$ cat config.mk
export PLATFORM = sky130hd
export DESIGN_NAME = asp_tx_retry_queue_flat
export DESIGN_NICKNAME = d
export VERILOG_FILES = /design/src/rtl/asp_tx_retry_queue_if.sv /design/src/rtl/asp_tx_retry_queue.sv /design/src/flat_wrapper.sv
export SDC_FILE = /design/constraint.sdc
export NUM_CORES = 1
export LEC_CHECK = 0
export ABC_AREA = 0
export CAP_MARGIN = 20
export CORE_MARGIN = 4
export CORE_UTILIZATION = 45
export CTS_CLUSTER_DIAMETER = 150
export DETAILED_ROUTE_END_ITERATION = 10
export GPL_TIMING_DRIVEN = 0
export PLACE_DENSITY = 0.68
export SLEW_MARGIN = 25
export SYNTH_ARGS = -nofsm -noshare
export SYNTH_HDL_FRONTEND = slang
export SYNTH_SLANG_ARGS = --single-unit
export TNS_END_PERCENT = 10
$ cat constraint.sdc
create_clock -name clk -period 9.3 [get_ports clk]
set_input_delay 1.86 -clock clk [delete_from_list [all_inputs] [get_ports clk]]
set_output_delay 1.86 -clock clk [all_outputs]
set_load 0.01 [all_outputs]
$ cat src/rtl/asp_tx_retry_queue_if.sv
// Egress handshake bundle between the ASP network output and the network
// transmitter. The master drives words and ACKs; the slave (retry queue)
// drives the transmit strobe and the word in flight.
interface asp_tx_retry_queue_if #(
  parameter int width = 40
);
  logic             in_valid;
  logic [width-1:0] in_data_tag;
  logic             net_ack_in;
  logic             net_data_ready_out;
  logic [width-1:0] net_data_tag_out;

  modport master (
    output in_valid,
    output in_data_tag,
    output net_ack_in,
    input  net_data_ready_out,
    input  net_data_tag_out
  );

  modport slave (
    input  in_valid,
    input  in_data_tag,
    input  net_ack_in,
    output net_data_ready_out,
    output net_data_tag_out
  );
endinterface

$ cat src/rtl/asp_tx_retry_queue.sv
// ASP network-egress retry queue: buffers tagged words, sends the head word,
// waits for an ACK and retransmits on timeout up to max_retries times. Words
// that exhaust their retries are dropped and counted (saturating).
//
// state    | meaning
// IDLE     | no word in flight; latch head word when the FIFO is non-empty
// SEND     | transmit strobe high for this one cycle
// WAIT_ACK | timing the ACK window; pop on ACK, retry or drop on timeout
module asp_tx_retry_queue #(
  parameter int data_size      = 32,
  parameter int tag_size       = 8,
  parameter int fifo_depth     = 8,
  parameter int timeout_cycles = 64,
  parameter int max_retries    = 3
) (
  input  logic                    clk,
  input  logic                    reset,
  asp_tx_retry_queue_if.slave     bus,
  output logic                    fifo_full,
  output logic                    fifo_empty,
  output logic                    overflow_out,
  output logic                    drop_out,
  output logic [15:0]             drop_count,
  output logic                    busy
);

  localparam int WORD_W = data_size + tag_size;
  localparam int PW     = (fifo_depth > 1) ? $clog2(fifo_depth) : 1;
  localparam int CW     = PW + 1;
  localparam int TW     = (timeout_cycles > 1) ? $clog2(timeout_cycles) : 1;
  localparam int RW     = (max_retries > 0) ? $clog2(max_retries + 1) : 1;

  localparam logic [CW-1:0] DEPTH  = CW'(fifo_depth);
  localparam logic [TW-1:0] T_LAST = TW'(timeout_cycles - 1);
  localparam logic [RW-1:0] R_MAX  = RW'(max_retries);

  typedef enum logic [1:0] {
    IDLE     = 2'd0,
    SEND     = 2'd1,
    WAIT_ACK = 2'd2
  } state_t;

  state_t              state_q;
  logic [WORD_W-1:0]   mem_q [fifo_depth];
  logic [PW-1:0]       wr_ptr_q;
  logic [PW-1:0]       rd_ptr_q;
  logic [CW-1:0]       count_q;
  logic [TW-1:0]       timer_q;
  logic [RW-1:0]       retry_q;
  logic [WORD_W-1:0]   tag_q;
  logic                ready_q;
  logic                ovf_q;
  logic                drop_q;
  logic [15:0]         drop_cnt_q;

  logic push;
  logic pop;
  logic acked;
  logic timed_out;
  logic give_up;

  // An ACK on the timeout edge wins over the timeout.
  assign acked     = (state_q == WAIT_ACK) && bus.net_ack_in;
  assign timed_out = (state_q == WAIT_ACK) && !bus.net_ack_in && (timer_q == T_LAST);
  assign give_up   = timed_out && (retry_q == R_MAX);
  assign pop       = acked || give_up;
  // Room is judged on the pre-edge count, so a same-cycle pop never frees a slot.
  assign push      = bus.in_valid && (count_q != DEPTH);

  // FIFO storage write; pointers wrap naturally because depth is a power of two.
  always_ff @(posedge clk) begin
    if (!reset && push) begin
      mem_q[wr_ptr_q] <= bus.in_data_tag;
    end
  end

  // Queue bookkeeping, transmit FSM and registered status pulses.
  always_ff @(posedge clk) begin
    if (reset) begin
      state_q    <= IDLE;
      wr_ptr_q   <= '0;
      rd_ptr_q   <= '0;
      count_q    <= '0;
      timer_q    <= '0;
      retry_q    <= '0;
      tag_q      <= '0;
      ready_q    <= 1'b0;
      ovf_q      <= 1'b0;
      drop_q     <= 1'b0;
      drop_cnt_q <= '0;
    end else begin
      ovf_q   <= bus.in_valid && (count_q == DEPTH);
      drop_q  <= give_up;
      ready_q <= 1'b0;

      if (push) begin
        wr_ptr_q <= wr_ptr_q + PW'(1);
      end
      if (pop) begin
        rd_ptr_q <= rd_ptr_q + PW'(1);
      end
      count_q <= count_q + CW'(push) - CW'(pop);

      if (give_up && (drop_cnt_q != 16'hFFFF)) begin
        drop_cnt_q <= drop_cnt_q + 16'd1;
      end

      case (state_q)
        IDLE: begin
          if (count_q != '0) begin
            tag_q   <= mem_q[rd_ptr_q];
            retry_q <= '0;
            ready_q <= 1'b1;
            state_q <= SEND;
          end
        end
        SEND: begin
          timer_q <= '0;
          state_q <= WAIT_ACK;
        end
        WAIT_ACK: begin
          if (bus.net_ack_in) begin
            state_q <= IDLE;
          end else if (timer_q == T_LAST) begin
            if (retry_q != R_MAX) begin
              retry_q <= retry_q + RW'(1);
              ready_q <= 1'b1;
              state_q <= SEND;
            end else begin
              state_q <= IDLE;
            end
          end else begin
            timer_q <= timer_q + TW'(1);
          end
        end
        default: state_q <= IDLE;
      endcase
    end
  end

  assign bus.net_data_ready_out = ready_q;
  assign bus.net_data_tag_out   = tag_q;
  assign fifo_full              = (count_q == DEPTH);
  assign fifo_empty             = (count_q == '0);
  assign overflow_out           = ovf_q;
  assign drop_out               = drop_q;
  assign drop_count             = drop_cnt_q;
  assign busy                   = (state_q != IDLE);

endmodule
$ cat src/flat_wrapper.sv
// flat-port wrapper written by rule: the top's interface ports become plain ports
module asp_tx_retry_queue_flat 
#(
  parameter int data_size      = 32,
  parameter int tag_size       = 8,
  parameter int fifo_depth     = 8,
  parameter int timeout_cycles = 64,
  parameter int max_retries    = 3
)
  (clk, reset, fifo_full, fifo_empty, overflow_out, drop_out, drop_count, busy, bus_in_valid, bus_in_data_tag, bus_net_ack_in, bus_net_data_ready_out, bus_net_data_tag_out);
  asp_tx_retry_queue_if bus_i ();
  input  logic clk;
  input  logic reset;
  output logic fifo_full;
  output logic fifo_empty;
  output logic overflow_out;
  output logic drop_out;
  output logic [15:0] drop_count;
  output logic busy;
  input wire logic [$bits(bus_i.in_valid)-1:0] bus_in_valid;
  input wire logic [$bits(bus_i.in_data_tag)-1:0] bus_in_data_tag;
  input wire logic [$bits(bus_i.net_ack_in)-1:0] bus_net_ack_in;
  output wire logic [$bits(bus_i.net_data_ready_out)-1:0] bus_net_data_ready_out;
  output wire logic [$bits(bus_i.net_data_tag_out)-1:0] bus_net_data_tag_out;
  assign bus_i.in_valid = bus_in_valid;
  assign bus_i.in_data_tag = bus_in_data_tag;
  assign bus_i.net_ack_in = bus_net_ack_in;
  assign bus_net_data_ready_out = bus_i.net_data_ready_out;
  assign bus_net_data_tag_out = bus_i.net_data_tag_out;
  asp_tx_retry_queue #(.data_size(data_size), .tag_size(tag_size), .fifo_depth(fifo_depth), .timeout_cycles(timeout_cycles), .max_retries(max_retries)) u_core (.clk(clk), .reset(reset), .bus(bus_i), .fifo_full(fifo_full), .fifo_empty(fifo_empty), .overflow_out(overflow_out), .drop_out(drop_out), .drop_count(drop_count), .busy(busy));
endmodule
==> After elaboration in Yosys (flattened, before gate mapping) <==
Memories as Yosys holds them, arrays and structs flattened. A register that Yosys moved wholly into a read port is not among the register bits.
Index checks and enable logic that the tools add are counted.
{ "totals": {"memories": 1, "out_inout_bits": 62, "ramBits": 320, "elab_cells": 73, "inputBits": 44, "reg_bits": 39} }
{ "mem_list": {"columns": ["name", "words", "word_bits", "read_ports", "rd_clocked_by_memory_dff", "wr", "line_no", "text"], "rows": [
  ["u_core.mem_q", 8, 40, 1, 1, 1, "asp_tx_retry_queue.sv:44", "logic [WORD_W-1:0] mem_q [fifo_depth];"]
]} }
{ "op_classes": {"n_mux": 20, "eq_ne": 14, "reduce_logical": 21, "add_sub_neg": 7} }
{ "ops": {"columns": ["cell", "count"], "rows": [
  ["adder 16 x 1 -> 16 bit, second input constant", 1],
  ["!= test 16 bit, second input constant", 1],
  ["2-to-1 mux 2 bit", 7],
  ["2-to-1 mux 6 bit", 2],
  ["one-hot mux 6 bit (2 select lines)", 1],
  ["!= test 2 bit, second input constant", 5],
  ["logical AND 1 bit", 8],
  ["2-to-1 mux 1 bit", 7],
  ["adder 3 x 1 -> 3 bit, second input constant", 2],
  ["adder 6 x 1 -> 6 bit, second input constant", 1],
  ["equality test 6 bit, second input constant", 1],
  ["one-hot mux 2 bit (3 select lines)", 1],
  ["nonzero test 2 bit", 3],
  ["AND reduction 5 bit", 1],
  ["adder 4 x 1 -> 4 bit", 1],
  ["equality test 2 bit, second input constant", 2],
  ["equality test 4 bit, second input constant", 1],
  ["logical NOT 4 bit", 1],
  ["!= test 4 bit, second input constant", 1],
  ["one-hot mux 2 bit (2 select lines)", 1],
  ["AND reduction 2 bit", 2],
  ["nonzero test 4 bit", 1],
  ["subtractor 4 x 1 -> 4 bit", 1],
  ["!= test 3 bit, second input constant", 1],
  ["8 further kinds", 9]
]} }

==> Longest topological paths before layout <==
Gate-level depths: netlist of the first run.
{ "depth": {"ltp_word": 6, "ltp_mapped": 12, "mapped_depth_nobuf": 11} }

==> Least setup slack after synthesis of the first run <==
No wires, ideal clock.
{ "synth_timing": {"path_type": "in2reg", "startpoint": "in reset", "endpoint": "mem u_core.mem_q[0][0] (netlist name), enable pin", "required_ps": 8813, "setup_slack_ps": 3707, "cell_stages": 3, "setup_ps": 487, "path_buffers": 0, "arrival_ps": 5106, "path_cell_list": "nand2b_1 or3_1 nor3_1"} }
{ "synth_between": {"elab_chain_cells": 4} }
{ "synth_rtl": {"columns": ["element", "line_no", "text"], "rows": [
  ["from (decl)", "flat_wrapper.sv:13", "input logic reset;"],
  ["logical NOT 1 bit", "asp_tx_retry_queue.sv:72", "if (!reset && push) begin"],
  ["logical AND 1 bit", "asp_tx_retry_queue.sv:72", null],
  ["2-to-1 mux 1 bit", "asp_tx_retry_queue.sv:72", null],
  ["2-to-1 mux 1 bit (implied by the code)", "asp_tx_retry_queue.sv:73", "mem_q[wr_ptr_q] <= bus.in_data_tag;"],
  ["to (decl)", "asp_tx_retry_queue.sv:44", null]
]} }
No other way between the ends.

==> Worst setup path in the final report of the first run <==
{ "layout_timing": {"startpoint": "reg u_core.count_q[2]", "endpoint": "out fifo_full"} }
{ "layout_between": {"elab_chain_cells": 1} }
{ "layout_rtl": {"columns": ["element", "line_no", "text"], "rows": [
  ["from (decl)", "asp_tx_retry_queue.sv:47", "logic [CW-1:0] count_q;"],
  ["from (signal assigned)", "asp_tx_retry_queue.sv:102", "count_q <= count_q + CW'(push) - CW'(pop);"],
  ["equality test 4 bit", "asp_tx_retry_queue.sv:143", "assign fifo_full = (count_q == DEPTH);"],
  ["to (decl)", "flat_wrapper.sv:14", "output logic fifo_full;"]
]} }
No other way between the ends.

==> impl_metrics.toml, run 1 <==
[global_route]
grt_pass1_wl_um = 52240
grtUsageTotal = 0.1865
overflow = 0
antenna_found_initial = 5
grt_max_degree = 19
first_global_vias = 8614

[worst_setup_path]
worstPathRequired_ns = 7.44
start_kind = "register"
worstPathArrival_ns = 2.30
end_kind = "output pin"
crit_fanout = 6
path_cells = "inv_1 -> ha_1 -> or3b_2 -> clkbuf_1 -> inv_1 -> clkdlybuf4s50_1"
path_class = "reg -> out"
path_common_cell = "inv_1"
critPathSlowestCell = "clkdlybuf4s50_1"
cpPeakStageDelay_ns = 0.54

[timing]
clock.fmax_mhz = 240.5
tightest_slew_ns = 0.9556
period_minus_slack_ns = 4.158
finalHoldViolations = 0
hold_slack_ns = 0.4653
setup_viol = 0
min_period_over_period = 0.4471
timing.final.ws_setup_ns = 5.142
skew_ns = 0.03219
grt_setup_unrepaired = "false"
relSlewSlack = 0.3630
slew_violations = 0

[job]
drv_cap = 0

[layout]
fillCellCount = 2536
insertedDiodeCount = 0
drive_above_1_share = 0.1932
area_growth_syn_to_layout_pct = 23.50
regArea_um2 = 11190
multiInputGateArea_um2 = 3960
final_cells = 1509
finalNetCount = 1085

[floorplan]
die_y_um = 192.8
initial_core_util = 0.4574
num_rows = 67
die_x_um = 192.8
num_io_pins = 106
die_area_um2 = 37190
core-area_um2 = 33620

[cts]
h-tree-depth = 2
cts_tree = "built"
cts_hold_buf = 0
cts.repair.resized = 0
cts_buffers = 41
cts_setup_buffers = 0
clk_pin_slew_ns = 0.06
cts_max_path_buffers = 3
clock_sinks = 399
root_buffer = "clkbuf_16"
insertion_delay_ns = 0.55

[yosys]
synth_ff_type = "edfxtp_1"
synthArstFlopShare = 0
synth_area_um2 = 15370
synth_area_leader_cell = "edfxtp_1"
synthCells = 853
ys_ff_latch = 399
netlist-cell-type-count = 49
ys_seq_area_frac = 0.7279
synth_top_cell_area_share = 0.6250
synth_nets = 909
syn_avg_cell_area_um2 = 18.02
synth_area_leaders = "edfxtp_1, mux4_2, dfxtp_1"
synth-edff-count = 320
yosys_warnings = 0

[route]
vias = 8490
postRouteAntennaNets = 0
routed_wl_um = 34380
drt-pass1-iter-count = 5
vias_per_cell = 5.626
drc = 0
drt-initial-drc-count = 590
wl_per_cell_um = 22.78

[hold_path]
min_path_type = "reg -> reg"

[pwr]
ir_worst_vdd_v = 0.0001617
p_leak_nw = 5.992
powerDensity_nw_per_um2 = 249.5

[place]
dpl.cell_count = 1434
gp_congestion = 0.8166
hpwl_um = 22130
port_buffers = 105
place_ws_ns = 4.639

[outcome]
status = "completed"
[stage by stage]
stage	setup TNS (ns)	area, µm²	utilization	power, mW
after floorplan	0	15370	-	2.620
after global placement	-10.92	16990	0.5053	2.985
after detailed placement	0	17500	0.5207	3.021
after CTS	0	18990	0.5649	4.784
after global routing	0	18990	0.5649	4.933
final	0	18990	0.5649	4.737
[critical path: cells and delay by family (launching register included)]
kind / cells / cell delay (ns)
adder cells (fa/ha/maj): 1 / 0.15
buffers and inverters: 4 / 0.91
flip-flops: 1 / 0.30
AND/OR/NAND/NOR: 1 / 0.43
[routing by layer]
layer / vias up / routed length [µm] / GRT usage
met5: - / 63 / 0
met4: 10 / 539 / 0.04142
met3: 56 / 2305 / 0.04179
met2: 279 / 16580 / 0.3039
met1: 4352 / 14890 / 0.2601
li1: 3793 / - / -
[cell usage in the layout, fill, tap and decap left out, types with 10 or more instances in the layout]
cell / netlist / routed
edfxtp_1: 320 / 320
clkdlybuf4s50_1: 0 / 105
mux4_2: 80 / 80
dfxtp_1: 79 / 79
nor2_1: 63 / 57
clkbuf_1: 38 / 43
clkbuf_16: 0 / 42
mux2i_1: 41 / 41
a211oi_1: 40 / 40
a21oi_1: 20 / 20
nand2_1: 14 / 14
buf_4: 0 / 13
inv_1: 12 / 12
nand3_1: 11 / 11
or4_1: 11 / 11
ha_1: 11 / 11
buf_16: 0 / 11
buf_2: 10 / 10
o31ai_1: 10 / 10
[cells by family (layout without fill, tap and decap cells)]
kind of cell / Yosys count / count (layout) / share of synthesized area
compound gates: 92 / 92 / 0.04126
xor+xnor: 4 / 4 / 0.002279
fa+ha+maj: 12 / 12 / 0.01025
buf+inv: 65 / 273 / 0.01815
flops: 399 / 399 / 0.7279
mux: 127 / 127 / 0.1483
simple gates: 154 / 154 / 0.05192
[synthesized netlist by cell type, types with 2 or more instances]
master	count
a21o_1	2
o31ai_1	10
mux4_2	80
or3_1	6
buf_1	2
and4_1	4
or4_1	11
a21oi_1	20
nand2_1	14
a211oi_1	40
mux2_2	6
clkbuf_1	38
a2111oi_0	3
edfxtp_1	320
nor2_1	63
nor3_1	3
ha_1	11
o21ai_0	5
o21a_1	2
nor4_1	5
inv_1	12
nor3b_1	2
and3_1	4
nand2b_1	8
a31oi_1	4
mux2i_1	41
nand4_1	8
nor2b_1	7
buf_2	10
xor2_1	2
xnor2_1	2
nand3_1	11
buf_6	3
dfxtp_1	79
[where the power goes]
group | leakage [nW] | switching (mW) | internal, mW | total, mW
clock | 0.731 | 0.666 | 1.10 | 1.77
sequential | 3.54 | 0.0649 | 2.06 | 2.12
combinational | 1.72 | 0.475 | 0.375 | 0.850
total | 5.99 | 1.21 | 3.53 | 4.74
[sequential cells by signal, indices dropped and copies added, names as in the netlist]
name	flops
u_core.timer_q	6
u_core.state_q	2
u_core.bus.net_data_ready_out	1
u_core.overflow_out	1
u_core.drop_count	16
u_core.wr_ptr_q	3
u_core.rd_ptr_q	3
u_core.retry_q	2
u_core.mem_q	320
u_core.count_q	4
u_core.drop_out	1
u_core.bus.net_data_tag_out	40
[cell type report]
| cell class | count | share of cell area |
|---|---|---|
| Sequential cell | 399 | 0.5894 |
| Multi-Input combinational cell | 389 | 0.2086 |
| Timing Repair Buffer | 133 | 0.07967 |
| Clock buffer | 53 | 0.06069 |
| Tap cell | 448 | 0.02952 |
| Clock inverter | 22 | 0.01753 |
| Buffer | 53 | 0.01232 |
| Inverter | 12 | 0.002372 |
[path summary, 6_finish.rpt]
| check | slack [ns] | from | cells after the start | end |
|---|---|---|---|---|
| max reg2reg | 6.20 | u_core.count_q[2]$_SDFF_PP0_ | 11 | u_core.mem_q[0][31]$_DFFE_PP_ |
| min reg2reg | 0.47 | u_core.retry_q[1]$_SDFFE_PP0P_ | 2 | u_core.retry_q[1]$_SDFFE_PP0P_ |
| min | 0.47 | u_core.retry_q[1]$_SDFFE_PP0P_ | 2 | u_core.retry_q[1]$_SDFFE_PP0P_ |
| max | 5.14 | u_core.count_q[2]$_SDFF_PP0_ | 6 | fifo_full |
No activity file was read; power rests on OpenSTA's default activity.
==> inputs of run 2 (changes only) <==
--- a/config.mk
+++ b/config.mk
@@ -12,7 +12,7 @@
 export CTS_CLUSTER_DIAMETER = 150
 export DETAILED_ROUTE_END_ITERATION = 10
 export GPL_TIMING_DRIVEN = 0
-export PLACE_DENSITY = 0.68
+export PLACE_DENSITY = 0.7
 export SLEW_MARGIN = 25
 export SYNTH_ARGS = -nofsm -noshare
 export SYNTH_HDL_FRONTEND = slang
==> constraint.sdc (replaced) <==
create_clock -name clk -period 3.74 [get_ports clk]
set_input_delay 0.748 -clock clk [delete_from_list [all_inputs] [get_ports clk]]
set_output_delay 0.748 -clock clk [all_outputs]
set_load 0.01 [all_outputs]
==> run 2 against run 1 <==
  * First-iteration DRC count grew 5.9%
  * Combinational power grew 150%
  * Clock skew fell by 0.014 ns
  * Non-clock buffer count fell by 5
  * Count of clock-buffer cells in the layout up 5
  * Final cell count decreased by 0.20%
  * Die area unchanged
  * Final area is 0.60% lower
  * Global-route usage is essentially flat
  * Sequential share of layout area grew 0.36 points
  * Clock power up 130%
  * Sequential power up 150%
==> impl_metrics.toml, run 2 (synthesized netlist as in run 1, its figures left out) <==
[layout]
final_cell_mix = "edfxtp_1, clkdlybuf4s50_1, mux4_2"
finalNetCount = 1080
drive_above_1_share = 0.1883
final_cells = 1506
largest-register = "u_core.mem_q"
final_core_util = 0.5615
area_growth_syn_to_layout_pct = 22.76
largest_reg_flops = 320
layout_commonest_cell = "edfxtp_1"

[cts]
clock_sinks = 399
cts_tree = "built"
root_buffer = "clkbuf_16"
cts_hold_buf = 0
cts_setup_buffers = 0
cts.repair.resized = 0
cts_max_path_buffers = 3
clk_pin_slew_ns = 0.06
cts_buffers = 41
insertion_delay_ns = 0.55
h-tree-depth = 2

[global_route]
overflow = 0
antenna_found_initial = 1
grt_use_met1 = 0.2667
grtUsageTotal = 0.1863
busiest_layer = "met2"
grt_max_degree = 18
grt_use_met2 = 0.2983
grt_pass1_wl_um = 52140
met3_usage = 0.03509
first_global_vias = 8539

[floorplan]
die_area_um2 = 37190
num_io_pins = 106
die_y_um = 192.8
initial_core_util = 0.4574
die_x_um = 192.8
core-area_um2 = 33620
num_rows = 67

[timing]
fin_setup_tns_ns = 0
setup_viol = 0
tightest_slew_ns = 0.9280
min_period_over_period = 0.8223
skew_ns = 0.01798
clock.fmax_mhz = 325.2
timing.final.ws_setup_ns = 0.6648
period_minus_slack_ns = 3.075
slew_violations = 0
finalHoldViolations = 0
grt_setup_unrepaired = "false"
hold_slack_ns = 0.4706
relSlewSlack = 0.3813

[hold_path]
min_path_type = "reg -> reg"

[worst_setup_path]
ff2ff_setup_slack_ns = 0.81
cpPeakStageDelay_ns = 0.54
start_kind = "register"
crit_family = "buffers and inverters"
path_common_cell = "inv_1"
path_cells = "inv_1 -> ha_1 -> or3b_2 -> clkbuf_1 -> inv_1 -> clkdlybuf4s50_1"
critPathBufInv = 4
worstPathArrival_ns = 2.33
critPathSlowestCell = "clkdlybuf4s50_1"
crit_fanout = 6
end_kind = "output pin"
path_class = "reg -> out"
worstPathRequired_ns = 2.99

[place]
dpl.cell_count = 1429
gp_congestion = 0.8061
place_ws_ns = 0.1258
hpwl_um = 22270
port_buffers = 105

[route]
vias_per_cell = 5.586
drc = 0
drt-initial-drc-count = 625
postRouteAntennaNets = 0
drt-pass1-iter-count = 5
wl_per_cell_um = 22.75
routed_wl_um = 34260
vias = 8412

[pwr]
ir_worst_vdd_v = 0.0003717
p_leak_nw = 5.900
powerDensity_nw_per_um2 = 605.6

[job]
drv_cap = 0

[outcome]
status = "completed"
==> run 2: cell type report <==
type	count	area (µm²)
Timing Repair Buffer	128	1515
Inverter	12	45.04
Tap cell	448	560.5
Antenna cell	1	2.502
Buffer	53	234.0
Sequential cell	399	11190
Clock buffer	58	1190
Fill cell	2534	14740
Multi-Input combinational cell	389	3966
Clock inverter	18	170.2
==> run 2: tightest hold or removal path, stage by stage (launching register included) <==
cell	delay (ns)
dfxtp_1	0.31
inv_1	0.05
o41ai_1	0.06
==> run 2: final timing paths <==
path / startpoint / endpoint / cells past startpoint
min: u_core.retry_q[1]$_SDFFE_PP0P_ / u_core.retry_q[1]$_SDFFE_PP0P_ / 2
min reg2reg: u_core.retry_q[1]$_SDFFE_PP0P_ / u_core.retry_q[1]$_SDFFE_PP0P_ / 2
max: u_core.count_q[2]$_SDFF_PP0_ / fifo_full / 6
max reg2reg: u_core.count_q[2]$_SDFF_PP0_ / u_core.mem_q[0][38]$_DFFE_PP_ / 9
==> run 2: layer usage <==
layer / share of wire / vias to the layer above
met1: 0.44 / 4303
met5: 0.00020 / -
met4: 0.016 / 2
met3: 0.064 / 52
li1: - / 3785
met2: 0.48 / 270
==> run 2: report_power, final <==
part	switching, mW	total, mW	internal [mW]	leakage, nW
registers	0.165	5.28	5.11	3.54
logic	1.16	2.09	0.935	1.71
clock network	1.69	4.06	2.37	0.657
==> run 2: per-stage QoR <==
step / area (µm²) / power (mW)
final: 18870 / 11.43
after global placement: 16990 / 7.379
after floorplan: 15380 / 6.512
after CTS: 18870 / 11.54
after detailed placement: 17510 / 7.481
after global routing: 18870 / 11.95
